<file path="src/rtl/composer_line_reader_if.sv">
// Bundles the composer line reader's control, line-buffer and pixel-stream signals.
// The hoffset port exists only when COMPOSER_LINE_READER_HOFFSET_EN is defined.
interface composer_line_reader_if;
    logic       line_start;
    logic       pixel_en;
    logic [7:0] hscale;
`ifdef COMPOSER_LINE_READER_HOFFSET_EN
    logic [9:0] hoffset;
`endif
    logic [9:0] composer_rd_idx;
    logic [7:0] composer_rd_data;
    logic [7:0] pixel_out;
    logic       pixel_valid;
    logic       line_done;
    logic       busy;
    logic [1:0] state_dbg;

    // pixel_valid qualifies pixel_out for exactly one cycle; there is no ready,
    // the composer must accept every valid pixel.
    modport master (
`ifdef COMPOSER_LINE_READER_HOFFSET_EN
        output hoffset,
`endif
        output line_start, pixel_en, hscale, composer_rd_data,
        input  composer_rd_idx, pixel_out, pixel_valid, line_done, busy, state_dbg
    );

    modport slave (
`ifdef COMPOSER_LINE_READER_HOFFSET_EN
        input  hoffset,
`endif
        input  line_start, pixel_en, hscale, composer_rd_data,
        output composer_rd_idx, pixel_out, pixel_valid, line_done, busy, state_dbg
    );
endinterface

</file>
<file path="src/rtl/composer_line_reader.sv">
// Walks a horizontally scaled source position per line, reads the line buffer and
// emits a 2-cycle-latency pixel stream. Optional start offset: COMPOSER_LINE_READER_HOFFSET_EN.
module composer_line_reader #(
    parameter int ACTIVE_WIDTH = 640,
    parameter int LINE_LEN     = 768,
    parameter int FRAC_BITS    = 7
) (
    input logic                   clk,
    input logic                   rst,
    composer_line_reader_if.slave bus
);
    localparam int ACC_W = 11 + FRAC_BITS;
    localparam logic [10:0] LINE_LEN_W = 11'(LINE_LEN);
    localparam logic [9:0]  CNT_LAST   = 10'(ACTIVE_WIDTH - 1);

    typedef enum logic [1:0] {
        S_IDLE  = 2'd0,
        S_RUN   = 2'd1,
        S_DRAIN = 2'd2
    } state_e;

    state_e           state_q, state_d;
    logic [ACC_W-1:0] acc_q, acc_d;
    logic [9:0]       cnt_q, cnt_d;
    logic             s1_valid_q, s1_valid_d;
    logic             s1_oob_q, s1_oob_d;
    logic [7:0]       pix_q, pix_d;
    logic             pix_valid_q, pix_valid_d;
    logic             done_q, done_d;
    logic [10:0]      pos;
    logic [ACC_W-1:0] start_acc;

    assign pos = acc_q[ACC_W-1:FRAC_BITS];

`ifdef COMPOSER_LINE_READER_HOFFSET_EN
    assign start_acc = {1'b0, bus.hoffset, {FRAC_BITS{1'b0}}};
`else
    assign start_acc = '0;
`endif

    always_comb begin
        state_d     = state_q;
        acc_d       = acc_q;
        cnt_d       = cnt_q;
        s1_valid_d  = 1'b0;
        s1_oob_d    = 1'b0;
        pix_valid_d = s1_valid_q;
        pix_d       = pix_q;
        done_d      = 1'b0;
        // Stage 2 samples the buffer data one cycle after the index was presented.
        if (s1_valid_q) begin
            pix_d = s1_oob_q ? 8'h00 : bus.composer_rd_data;
        end
        if (bus.line_start) begin
            state_d     = S_RUN;
            acc_d       = start_acc;
            cnt_d       = '0;
            pix_valid_d = 1'b0;
        end else begin
            case (state_q)
                S_RUN: begin
                    if (bus.pixel_en) begin
                        acc_d      = acc_q + {{(ACC_W-8){1'b0}}, bus.hscale};
                        cnt_d      = cnt_q + 10'd1;
                        s1_valid_d = 1'b1;
                        s1_oob_d   = (pos >= LINE_LEN_W);
                        if (cnt_q == CNT_LAST) begin
                            state_d = S_DRAIN;
                        end
                    end
                end
                S_DRAIN: begin
                    if (!s1_valid_q) begin
                        done_d  = 1'b1;
                        state_d = S_IDLE;
                    end
                end
                default: state_d = S_IDLE;
            endcase
        end
    end

    always_ff @(posedge clk) begin
        if (rst) begin
            state_q     <= S_IDLE;
            acc_q       <= '0;
            cnt_q       <= '0;
            s1_valid_q  <= 1'b0;
            s1_oob_q    <= 1'b0;
            pix_q       <= 8'h00;
            pix_valid_q <= 1'b0;
            done_q      <= 1'b0;
        end else begin
            state_q     <= state_d;
            acc_q       <= acc_d;
            cnt_q       <= cnt_d;
            s1_valid_q  <= s1_valid_d;
            s1_oob_q    <= s1_oob_d;
            pix_q       <= pix_d;
            pix_valid_q <= pix_valid_d;
            done_q      <= done_d;
        end
    end

    assign bus.composer_rd_idx = pos[9:0];
    assign bus.pixel_out       = pix_q;
    assign bus.pixel_valid     = pix_valid_q;
    assign bus.line_done       = done_q;
    assign bus.busy            = (state_q != S_IDLE);
    assign bus.state_dbg       = state_q;
endmodule
</file>
<file path="src/flat_wrapper.sv">
// flat-port wrapper written by rule: the top's interface ports become plain ports
module composer_line_reader_flat 
#(
    parameter int ACTIVE_WIDTH = 640,
    parameter int LINE_LEN     = 768,
    parameter int FRAC_BITS    = 7
)
  (clk, rst, bus_line_start, bus_pixel_en, bus_hscale, bus_composer_rd_data, bus_composer_rd_idx, bus_pixel_out, bus_pixel_valid, bus_line_done, bus_busy, bus_state_dbg);
  composer_line_reader_if bus_i ();
  input logic clk;
  input logic rst;
  input wire logic [$bits(bus_i.line_start)-1:0] bus_line_start;
  input wire logic [$bits(bus_i.pixel_en)-1:0] bus_pixel_en;
  input wire logic [$bits(bus_i.hscale)-1:0] bus_hscale;
  input wire logic [$bits(bus_i.composer_rd_data)-1:0] bus_composer_rd_data;
  output wire logic [$bits(bus_i.composer_rd_idx)-1:0] bus_composer_rd_idx;
  output wire logic [$bits(bus_i.pixel_out)-1:0] bus_pixel_out;
  output wire logic [$bits(bus_i.pixel_valid)-1:0] bus_pixel_valid;
  output wire logic [$bits(bus_i.line_done)-1:0] bus_line_done;
  output wire logic [$bits(bus_i.busy)-1:0] bus_busy;
  output wire logic [$bits(bus_i.state_dbg)-1:0] bus_state_dbg;
  assign bus_i.line_start = bus_line_start;
  assign bus_i.pixel_en = bus_pixel_en;
  assign bus_i.hscale = bus_hscale;
  assign bus_i.composer_rd_data = bus_composer_rd_data;
  assign bus_composer_rd_idx = bus_i.composer_rd_idx;
  assign bus_pixel_out = bus_i.pixel_out;
  assign bus_pixel_valid = bus_i.pixel_valid;
  assign bus_line_done = bus_i.line_done;
  assign bus_busy = bus_i.busy;
  assign bus_state_dbg = bus_i.state_dbg;
  composer_line_reader #(.ACTIVE_WIDTH(ACTIVE_WIDTH), .LINE_LEN(LINE_LEN), .FRAC_BITS(FRAC_BITS)) u_core (.clk(clk), .rst(rst), .bus(bus_i));
endmodule
</file>
<file path="config.mk">
export PLATFORM = sky130hd
export DESIGN_NAME = composer_line_reader_flat
export DESIGN_NICKNAME = d
export VERILOG_FILES = /design/src/rtl/composer_line_reader_if.sv /design/src/rtl/composer_line_reader.sv /design/src/flat_wrapper.sv
export SDC_FILE = /design/constraint.sdc
export NUM_CORES = 1
export LEC_CHECK = 0
export ABC_CLOCK_PERIOD_IN_PS = 5550
export CAP_MARGIN = 20
export CORE_UTILIZATION = 35
export CTS_CLUSTER_SIZE = 8
export DETAILED_ROUTE_END_ITERATION = 10
export PLACE_DENSITY = 0.64
export RECOVER_POWER = 50
export REMOVE_ABC_BUFFERS = 1
export SETUP_SLACK_MARGIN = 0.5
export SKIP_CTS_REPAIR_TIMING = 1
export SYNTH_ARGS = -nofsm -noshare
export SYNTH_HDL_FRONTEND = slang
export SYNTH_SLANG_ARGS = --single-unit
</file>
<file path="constraint.sdc">
create_clock -name clk -period 5.55 [get_ports clk]
set_input_delay 0.8325 -clock clk [delete_from_list [all_inputs] [get_ports clk]]
set_output_delay 0.8325 -clock clk [all_outputs]
set_load 0.05 [all_outputs]
</file>
==> flow_summary.json <==
{
  "vdd_drop_max_mv": 0.0852,
  "dieHeight_um": 79.0,
  "crit_chain": "dlygate4sd3_1, or2_0, or3_1, o211ai_1",
  "io_pins": 43,
  "dr.pass1.iters": 4,
  "cts_tree": "built",
  "maxCapViolations": 0,
  "drc_errors": 0,
  "die_x_um": 79.0,
  "status": "completed",
  "synth_edf_count": 0,
  "clockPowerShare": 0.361,
  "crit_type": "input pin to register",
  "gp_congestion": 0.780,
  "yosysWarnings": 0,
  "period_share": 0.525,
  "whs_ns": 0.461,
  "p_sw_mw": 0.142,
  "antennaDiodeCount": 0,
  "tightest_slew_ns": 1.47,
  "io_buffers": 42,
  "hpwl_um": 3000,
  "fp.coreArea_um2": 5610,
  "fin_cells": 349,
  "detail_route.vias_per_cell": 5.08,
  "start_kind": "input pin",
  "fmax_mhz": 343,
  "drt-total-wl_um": 4350,
  "skew_ns": 0.0102,
  "setup_viol": 0,
  "area.growth.synth_to_final_pct": 23.9,
  "antenna_found_initial": 0,
  "placed_cells": 341,
  "grt.overflow.total": 0,
  "initial_core_util": 0.370,
  "p_int_mw": 0.430,
  "crit_fanout": 26,
  "nNetsFinal": 306,
  "post-route-min-period_ns": 2.91,
  "cp_slowest_cell": "or2_0",
  "seqPwrFrac": 0.538,
  "grt_pass1_wl_um": 7430,
  "hold_viol": 0,
  "numCtsBuffers": 5,
  "leakage_nw": 0.945,
  "yosysSeqAreaShare": 0.406,
  "num_rows": 27,
  "hold_class": "register to register",
  "synthFlopType": "dfxtp_1",
  "synth.area.top_cells": "dfxtp_1 41%, a21oi_1 6.8%, ha_1 5.4%, nor2_1 4.5%, nand2_1 3.8%",
  "drv_slew": 0,
  "postRouteAntennaNets": 0,
  "powerDensity_nw_per_um2": 222,
  "synthCells": 246,
  "track_usage": 0.151,
  "cpPeakStageDelay_ns": 1.15,
  "grt_max_degree": 27,
  "clkTransAtPathRegs_ns": 0.07,
  "p_comb_frac": 0.102,
  "crit_arrival_ns": 3.09,
  "avgSynthCellArea_um2": 8.43,
  "yosysTopAreaCell": "dfxtp_1",
  "tns_ns": 0,
  "rsz0062_at_grt": "no",
  "synth_seq_cells": 42,
  "yosysUniqueCellTypes": 39,
  "grt_pass1_vias": 1628,
  "wl_per_cell_um": 12.5,
  "clock_path_buffers": 2,
  "cp_data_required_time_ns": 5.73,
  "p_sw_frac": 0.248,
  "dieArea_um2": 6240,
  "drive_above_1_share": 0.0469,
  "clk_latency_ns": 0.30,
  "yosys.area.top_type_share": 0.406,
  "cts-root-buf": "clkbuf_8",
  "cts.htree.levels": 2,
  "slew_headroom": 0.0182,
  "drtIter0Drc": 57,
  "async_reset_ff_frac": 0,
  "cts.sinks": 42,
  "critPathCaptureType": "register",
  "syn-cell-area_um2": 2070,
  "vias": 1774
}
## cells in the mapped netlist (2+ instances only)
cell       n
ha_1       9
a21oi_1   28
nand2_1   21
nor4_1     3
buf_4     10
nor2_1    25
xor2_1     9
clkbuf_1   8
nand4_1    9
or3_1      6
dfxtp_1   42
o211ai_2   2
o31ai_1    2
nand3b_1   4
o21ai_0    8
nand4b_1   2
xnor2_1    6
a31oi_1    2
or4_1      3
nand3_1    9
nor2b_1    8
a211oi_1   2
o211ai_1   4
o21ai_1    3
inv_1      7
## power groups by stage
| stage | logic, mW | registers [mW] | clock network (mW) |
|---|---|---|---|
| final | 0.0581 | 0.307 | 0.206 |
| after global routing | 0.0634 | 0.308 | 0.228 |
| after CTS | 0.0593 | 0.307 | 0.213 |
| after detailed placement | 0.0588 | 0.314 | 0 |
| after global placement | 0.0589 | 0.314 | 0 |
| after floorplan | 0.0266 | 0.320 | 0 |
## cells in the final DEF (no fill, tap or decap), types with 8 or more instances in the layout
master           count
ha_1                 9
o21ai_0              8
clkdlybuf4s50_1     27
nand4_1              9
a21oi_1             28
nor2_1              25
xor2_1               9
dlygate4sd3_1       15
dfxtp_1             42
nand2_1             21
nand3_1              9
nor2b_1              8
## path summary, 6_finish.rpt
kind	startpoint	to	slack (ns)	cells past startpoint
hold reg to reg	u_core.acc_q[0]	u_core.acc_q[0]	0.46	2
hold / removal	u_core.acc_q[0]	u_core.acc_q[0]	0.46	2
setup / recovery	rst	u_core.acc_q[6]	2.64	4
setup reg to reg	u_core.bus.state_dbg[0]	u_core.cnt_q[9]	3.54	5
## kinds of logic (layout without fill, tap and decap cells)
group                    Yosys count  in the layout  share of synthesized area
AO/OA/AOI/OAI                     55             55                      0.157
XOR/XNOR                          15             15                     0.0634
adder cells (fa/ha/maj)           10             10                     0.0640
buffers and inverters             26             57                     0.0658
flip-flops                        42             42                      0.406
AND/OR/NAND/NOR                   98             98                      0.244
## stage by stage
stage | total power [mW] | util | cell area (um^2) | setup slack [ns]
global route | 0.599 | 0.458 | 2570 | 2.41
detailed placement | 0.373 | 0.441 | 2470 | 2.64
floorplan | 0.346 | - | 1960 | 3.21
finish | 0.571 | 0.458 | 2570 | 2.64
CTS | 0.579 | 0.458 | 2570 | 2.94
global placement | 0.373 | 0.441 | 2470 | 2.67
## worst max-delay path: cells and delay by family
family          cells  cell delay (ns)
compound gates      1             0.07
simple gates        2             1.37
buf+inv             1             0.80
## sequential cells by signal, summed over array words and instances (netlist names)
signal and cells:
u_core.bus.pixel_out 8, u_core.bus.line_done 1, u_core.cnt_q 10, u_core.s1_valid_q 1
u_core.s1_oob_q 1, u_core.bus.pixel_valid 1, u_core.bus.state_dbg 2, u_core.acc_q 18
## final cells by class
type	count	area (um^2)
clock buffers	6	82.6
clock inverters	2	12.5
fillers	571	3040
inverters	7	26.3
multi-input cells	178	1100
flip-flops and latches	42	841
well taps	72	90.1
repair buffers	42	420
## metal layers
layer / GRT usage / wire length (um)
met1: 0.204 / 2270
met2: 0.227 / 1760
met3: 0.0414 / 241
met4: 0.0618 / 79
met5: 0 / 0
(Power assumes the default switching activity.)
